<file path="src/rtl/mio_bus_responder.sv">
// Target-side responder for the CPU memory/IO bus: decodes a latched request to
// block RAM, the LED/switch port or a free-running counter, then pulses MIO_ready.
module mio_bus_responder #(
  parameter int RAM_ADDR_W = 10,
  parameter int RAM_WAIT   = 1,
  parameter int IO_WAIT    = 0
) (
  input  logic                  clk,
  input  logic                  reset,
  input  logic                  breq_i,
  input  logic                  cpu_mio,
  input  logic                  mem_w,
  input  logic [31:0]           addr_in,
  input  logic [31:0]           data_from_cpu,
  output logic [31:0]           data_to_cpu,
  output logic                  MIO_ready,
  output logic                  bus_err,
  output logic                  ram_en,
  output logic                  ram_we,
  output logic [RAM_ADDR_W-1:0] ram_addr,
  output logic [31:0]           ram_din,
  input  logic [31:0]           ram_dout,
  input  logic [7:0]            sw_in,
  output logic [7:0]            led_out,
  output logic [1:0]            fsm_state
);

  // Handshake: a request is taken when breq_i & cpu_mio are high at an edge in
  // IDLE; completion is a single-cycle MIO_ready pulse (bus_err alongside it for
  // unmapped addresses). Inputs are not looked at again until the next IDLE.

  typedef enum logic [1:0] {S_IDLE, S_ACCESS, S_WAIT, S_DONE} state_t;
  typedef enum logic [1:0] {R_RAM, R_SW, R_CNT, R_NONE} region_t;

  localparam logic [7:0] RAM_WAIT_C = 8'(RAM_WAIT);
  localparam logic [7:0] IO_WAIT_C  = 8'(IO_WAIT);

  state_t                state;
  region_t               region;
  region_t               dec_region;
  logic                  req_we;
  logic [RAM_ADDR_W-1:0] req_word;
  logic [31:0]           req_data;
  logic [7:0]            wait_cnt;
  logic [7:0]            region_wait;
  logic [31:0]           counter;
  logic [31:0]           io_rdata;
  logic [7:0]            sw_meta;
  logic [7:0]            sw_sync;

  // Low two address bits are masked so any byte of a word hits the same target.
  always_comb begin
    dec_region = R_NONE;
    if (addr_in[31:28] == 4'h0)
      dec_region = R_RAM;
    else if ((addr_in & 32'hFFFF_FFFC) == 32'hF000_0000)
      dec_region = R_SW;
    else if ((addr_in & 32'hFFFF_FFFC) == 32'hF000_0004)
      dec_region = R_CNT;
  end

  always_comb begin
    case (region)
      R_RAM:        region_wait = RAM_WAIT_C;
      R_SW, R_CNT:  region_wait = IO_WAIT_C;
      default:      region_wait = 8'd0;
    endcase
  end

  always_comb begin
    case (region)
      R_SW:    io_rdata = {24'b0, sw_sync};
      R_CNT:   io_rdata = counter;
      default: io_rdata = 32'd0;
    endcase
  end

  assign ram_addr  = req_word;
  assign ram_din   = req_data;
  assign fsm_state = state;

  always_ff @(posedge clk or negedge reset) begin
    if (!reset) begin
      sw_meta <= 8'd0;
      sw_sync <= 8'd0;
    end else begin
      sw_meta <= sw_in;
      sw_sync <= sw_meta;
    end
  end

  // A CPU write landing in ACCESS wins over that cycle's increment.
  always_ff @(posedge clk or negedge reset) begin
    if (!reset)
      counter <= 32'd0;
    else if (state == S_ACCESS && req_we && region == R_CNT)
      counter <= req_data;
    else
      counter <= counter + 32'd1;
  end

  always_ff @(posedge clk or negedge reset) begin
    if (!reset) begin
      state       <= S_IDLE;
      region      <= R_NONE;
      req_we      <= 1'b0;
      req_word    <= '0;
      req_data    <= 32'd0;
      wait_cnt    <= 8'd0;
      data_to_cpu <= 32'd0;
      led_out     <= 8'd0;
      MIO_ready   <= 1'b0;
      bus_err     <= 1'b0;
      ram_en      <= 1'b0;
      ram_we      <= 1'b0;
    end else begin
      MIO_ready <= 1'b0;
      bus_err   <= 1'b0;
      ram_en    <= 1'b0;
      ram_we    <= 1'b0;
      case (state)
        S_IDLE: begin
          if (breq_i && cpu_mio) begin
            region   <= dec_region;
            req_we   <= mem_w;
            req_word <= addr_in[RAM_ADDR_W+1:2];
            req_data <= data_from_cpu;
            state    <= S_ACCESS;
            if (dec_region == R_RAM) begin
              ram_en <= 1'b1;
              ram_we <= mem_w;
            end
          end
        end
        S_ACCESS: begin
          if (req_we && region == R_SW)
            led_out <= req_data[7:0];
          if (region_wait != 8'd0) begin
            wait_cnt <= region_wait;
            state    <= S_WAIT;
          end else begin
            if (!req_we)
              data_to_cpu <= io_rdata;
            MIO_ready <= 1'b1;
            bus_err   <= (region == R_NONE);
            state     <= S_DONE;
          end
        end
        S_WAIT: begin
          if (wait_cnt == 8'd1) begin
            if (!req_we)
              data_to_cpu <= (region == R_RAM) ? ram_dout : io_rdata;
            MIO_ready <= 1'b1;
            bus_err   <= (region == R_NONE);
            state     <= S_DONE;
          end else begin
            wait_cnt <= wait_cnt - 8'd1;
          end
        end
        default: state <= S_IDLE;
      endcase
    end
  end

endmodule
</file>
<file path="config.mk">
export PLATFORM = sky130hd
export DESIGN_NAME = mio_bus_responder
export DESIGN_NICKNAME = d
export VERILOG_FILES = /design/src/rtl/mio_bus_responder.sv
export SDC_FILE = /design/constraint.sdc
export NUM_CORES = 1
export LEC_CHECK = 0
export CAP_MARGIN = 5
export CORE_UTILIZATION = 40
export CTS_CLUSTER_DIAMETER = 100
export DETAILED_ROUTE_END_ITERATION = 7
export PLACE_DENSITY_LB_ADDON = 0.25
export SYNTH_ARGS = -nofsm -noshare
export SYNTH_HDL_FRONTEND = slang
export SYNTH_SLANG_ARGS = --single-unit
export TNS_END_PERCENT = 100
</file>
<file path="constraint.sdc">
create_clock -name clk -period 3 [get_ports clk]
set_clock_uncertainty 0.2 [all_clocks]
set_input_delay 0.3 -clock clk [delete_from_list [all_inputs] [get_ports clk]]
set_output_delay 0.3 -clock clk [all_outputs]
set_load 0.1 [all_outputs]
</file>
## Word-level counts from Yosys, hierarchy flattened

Cells that the tools add are included.

| storage, ports and cells | value |
|---|---|
| logic and storage cells | 78 |
| output and inout bits | 88 |
| bits of input ports | 109 |
| bits in registers | 147 |

| operators by class | value |
|---|---|
| $add $sub $neg | 2 |
| reductions and logical operators | 15 |
| mux-type cells | 31 |
| eq/ne operators | 15 |

Operators by type and width:

| cell | number |
|---|---|
| $mux 32 | 6 |
| $pmux 32 s2 | 2 |
| $eq 30x30->1 const B | 2 |
| $add 32x1->32 const B | 1 |
| $mux 8 | 2 |
| $pmux 8 s2 | 1 |
| $mux 1 | 13 |
| $ne 2x2->1 const B | 6 |
| $eq 8x1->1 const B | 1 |
| $mux 2 | 4 |
| $reduce_bool 8->1 | 1 |
| $sub 8x1->8 const B | 1 |
| $eq 2x2->1 const B | 3 |
| $logic_not 2->1 | 3 |
| $pmux 2 s3 | 1 |
| $reduce_and 2->1 | 3 |
| $reduce_and 5->1 | 1 |
| $eq 2x1->1 const B | 2 |
| $logic_and 1x1->1 | 4 |
| $logic_not 4->1 | 1 |
| $pmux 1 s2 | 2 |
| $reduce_and 3->1 | 1 |
| $ne 2x1->1 const B | 1 |
| $reduce_bool 2->1 | 1 |

## Longest topological paths before layout

| depth | value |
|---|---|
| depth in word-level cells | 8 |
| gate-level depth with buffers | 8 |
| depth with buffers taken out | 6 |

## Worst setup path before layout

Ideal clock, no wire load.

| path | value |
|---|---|
| path type | reg-to-reg |
| start | register state[1], in the netlist fsm_state[1] |
| end | register wait_cnt[4] |
| arrival | 2,593 ps |
| buffers on the path | 0 |
| cell stages (with the launch flop) | 7 |
| setup slack | 138 ps |
| required time | 2,731 ps |
| period minus slack after synthesis | 2,862 ps |
| path through | dfrtp_1 > inv_1 > ha_1 > inv_1 > a311o_1 > or4b_2 > nand3_1 |

| between the ends | value |
|---|---|
| word-level cells in the longest chain between the ends | 3 |
| elaborated cells between the ends (all ways) | 7 |

RTL lines:

| item | RTL line | RTL |
|---|---|---|
| start, declared | 38 | `state_t state;` |
| start signal, assigned | 104 | `state <= S_IDLE;` |
| start signal, assigned | 128 | `state <= S_ACCESS;` |
| start signal, assigned | 140 | `state <= S_WAIT;` |
| $eq 2x2->1 / $eq 2x1->1 (equally long branches) | 121 | `case (state)` |
| $ne 2x2->1 (no source line), or another cell as far along | -- |  |
| $reduce_and 3->1 (no source line) | -- |  |
| end signal, assigned | 139 | `wait_cnt <= region_wait;` |
| end signal, assigned | 157 | `wait_cnt <= wait_cnt - 8'd1;` |
| end, declared | 44 | `logic [7:0] wait_cnt;` |

Parallel ways exist; a longest one is shown, timed or not.
A chain may end at the register's enable or synchronous reset.

## Worst setup path in the final report

| path | value |
|---|---|
| start | register state[0], in the netlist fsm_state[0] |
| end | register data_to_cpu[31] |

| between the ends | value |
|---|---|
| word-level cells in the longest chain between the ends | 3 |
| elaborated cells between the ends (all ways) | 9 |

RTL lines:

| item | RTL line | RTL |
|---|---|---|
| $eq 2x2->1 / $eq 2x1->1 (equally long branches) | 121 |  |
| $ne 2x2->1 (no source line) / $reduce_bool 2->1 (equally long branches) | -- |  |
| $reduce_and 5->1 (no source line) | -- |  |
| end signal, assigned | 143 | `data_to_cpu <= io_rdata;` |
| end signal, assigned | 152 | `data_to_cpu <= (region == R_RAM) ? ram_dout : io_rdata;` |
| end, declared | 15 | `output logic [31:0] data_to_cpu,` |

Parallel ways exist; a longest one is shown, timed or not.

==> results.json <==
{
  "status": "complete, no violations",
  "rrSetupSlack_ns": 0.42,
  "drive_above_1_share_pct": 26.80,
  "finalCritPeriodShare_pct": 86.10,
  "p_sw_uw": 941.5,
  "nets": 928,
  "yosys_warnings": 0,
  "dr.first_iter.drc_count": 260,
  "hold_path.class": "input port to flip-flop",
  "leakage_uw": 0.004090,
  "crit_family": "adder cells",
  "post-route-util_pct": 56.48,
  "pin_count": 197,
  "post_cts_resized": 0,
  "synthTopCellsByArea": "dfrtp_1 54%, mux2_2 14%, nand2_1 5.4%",
  "grtUsageTotal_pct": 20.65,
  "slew_violations": 0,
  "clockRootBuffer": "clkbuf_16",
  "combinationalPowerShare_pct": 4.6,
  "whs_ns": 0.1157,
  "whs_path_depth": 1,
  "antenna_found_initial": 0,
  "worst_slew_pin_slew_ns": 0.8044,
  "area.growth.synth_to_final_pct": 38.62,
  "p_per_area_nw_per_um2": 481.7,
  "fillerInstances": 1414,
  "reg2reg_depth": 6,
  "min_to": "sw_meta[2]",
  "yosysTopAreaCell": "dfrtp_1",
  "num_rows": 47,
  "holdBufCountCts": 1,
  "die_area_um2": 17350,
  "yosys_most_used_dff": "dfrtp_1",
  "cp.arrival_ns": 2.69,
  "peakVddDrop_mv": 0.3727,
  "viasPerCell": 5.261,
  "h-tree-depth": 4,
  "cts_tree": "built",
  "relSlewSlack_pct": 46.37,
  "synth-seq-area-share_pct": 54.67,
  "start_util_pct": 40.74,
  "mostFrequentLayoutCells": "145 x dfrtp_1, 105 x clkdlybuf4s50_1, 98 x buf_4",
  "r2r_end": "data_to_cpu[31]",
  "rr_startpoint": "fsm_state[0]",
  "startpoint_type": "flip-flop",
  "core_um2": 16520,
  "cap_violations": 0,
  "grt_setup_unrepaired": "no",
  "p_clk_share_pct": 50.9,
  "cts.sinks": 147,
  "syn_inst": 620,
  "worst_ep_required_time_ns": 3.10,
  "dpl.cell_count": 1008,
  "dp_hpwl_um": 12460,
  "ys_seq_elements": 147,
  "post_cts_buffers": 0,
  "fin_setup_tns_ns": 0,
  "grt_pass1_wl_um": 28150,
  "antenna_cells": 0,
  "register_area_um2": 3681,
  "grt-ovfl-total": 0,
  "clock_path_buffers": 2,
  "syn-num-nets": 740,
  "place_congestion": 0.8619,
  "die_w_um": 131.7,
  "vias": 5477,
  "antenna_left": 0,
  "internal_power_uw": 3554,
  "synth_top_area_share_pct": 53.89,
  "crit_chain": "inv_1 > ha_1 > and2_2 > buf_4 > o21ai_0 > mux2_2",
  "swShare_pct": 20.94,
  "multiInputGateArea_um2": 2858,
  "critPathCaptureType": "flip-flop",
  "crit_path_max_fanout": 56,
  "ys_types": 41,
  "timing.critical_path.buf_inv": 2,
  "chipHeight_um": 131.7,
  "totalWireLength_um": 17040,
  "grt_max_degree": 62,
  "layoutNonFillerInstCount": 1041,
  "clk_pin_slew_ns": 0.07,
  "synth.avg_cell_area_um2": 10.86,
  "mostFrequentLayoutCell": "dfrtp_1",
  "port_buffers": 194,
  "cts_made_buffers": 17,
  "synth_edf_count": 0,
  "cp_slowest_cell": "ha_1",
  "synth-async-reset-ratio_pct": 100.0,
  "wl_per_cell_um": 16.37,
  "netlist_area_um2": 6733,
  "fmax_mhz": 387.1,
  "post-route-min-period_ns": 2.583,
  "path_class": "flip-flop to flip-flop",
  "power_uw": 4495,
  "worstSkewPairLatency_ns": 0.42,
  "setup_violations": 0,
  "max_stage_delay_ns": 0.59,
  "timing.final.hold_violations": 0,
  "first_pass_iters": 4,
  "grt_pass1_vias": 5446,
  "holdCritStartpoint": "sw_in[2]",
  "drc": 0,
  "seq_power_share_pct": 44.4
}
==> registers in the layout, indices dropped and copies added, names as in the netlist, 2 cells and up <==
register	count
counter	32
data_to_cpu	32
ram_din	32
ram_addr	10
led_out	8
sw_meta	8
sw_sync	8
wait_cnt	8
fsm_state	2
region	2
==> metrics by stage <==
step | cell area [µm²] | setup WS (ns)
CTS | 9333 | 0.4348
finish | 9333 | 0.4170
detailed placement | 8685 | 0.4347
global placement | 8685 | 0.5522
floorplan | 6733 | 0.1376
global route | 9333 | 0.2342
==> layer usage <==
metal | global-route usage [%] | routed length (µm)
met5 | 0 | 0
met1 | 28.69 | 8039
met3 | 4.652 | 895
met4 | 7.235 | 199
met2 | 31.83 | 7902
==> synthesized netlist by cell type (6+ instances only) <==
cell	n
nand4_1	13
dfrtp_1	145
nor3_1	7
o21ai_0	54
a22oi_1	9
a31oi_1	17
o31ai_1	11
buf_2	6
ha_1	11
nand3_1	18
a21oi_1	6
nand2_1	97
nor2_1	24
clkbuf_1	25
or3_1	7
xor2_1	8
inv_1	14
or4_1	17
mux2_2	82
==> worst max path at each step <==
| stage | start | endpoint | slack [ns] | cells past startpoint |
|---|---|---|---|---|
| 6_report | fsm_state[0] | data_to_cpu[31] | 0.42 | 6 |
| 5_1_grt | fsm_state[0] | data_to_cpu[18] | 0.23 | 6 |
| 4_1_cts | fsm_state[0] | data_to_cpu[31] | 0.43 | 6 |
| 3_5_place_dp | fsm_state[0] | data_to_cpu[31] | 0.43 | 6 |
| 3_3_place_gp | fsm_state[0] | data_to_cpu[20] | 0.55 | 6 |
| 2_1_floorplan | fsm_state[1] | wait_cnt[4] | 0.14 | 6 |
==> worst reg2reg max path: cells and delay by family, from the launching register on <==
family	cells	cell delay (ns)
compound gates	1	0.19
simple gates	1	0.26
flops	1	0.42
mux	1	0.29
buf+inv	2	0.53
fa+ha+maj	1	0.59
==> power groups by stage <==
stage	combinational [µW]	sequential (µW)	clock (µW)
floorplan	19.2	2030	0
global placement	208	2030	0
detailed placement	212	2030	0
CTS	214	2000	2330
global route	230	2000	2420
finish	209	2000	2290
==> area by class of cell <==
cell class,instances,share of cell area (%)
sequential,147,39.44
clock buffer,18,4.706
tap,220,2.949
clock inverter,14,2.132
inverter,14,0.5631
multi-input combinational,422,30.62
timing repair buffer,206,19.59
==> logic make-up after synthesis <==
family                     synth area share [%]
AOI/OAI and AO/OA                         9.589
xor gates and xnor gates                  1.431
adders and majority gates                 2.044
and+or+nand+nor                           15.42
DFF                                       54.67
muxes                                     13.86
buffers and inverters                     2.973
Note: power is estimated with default switching activity, not from simulation.
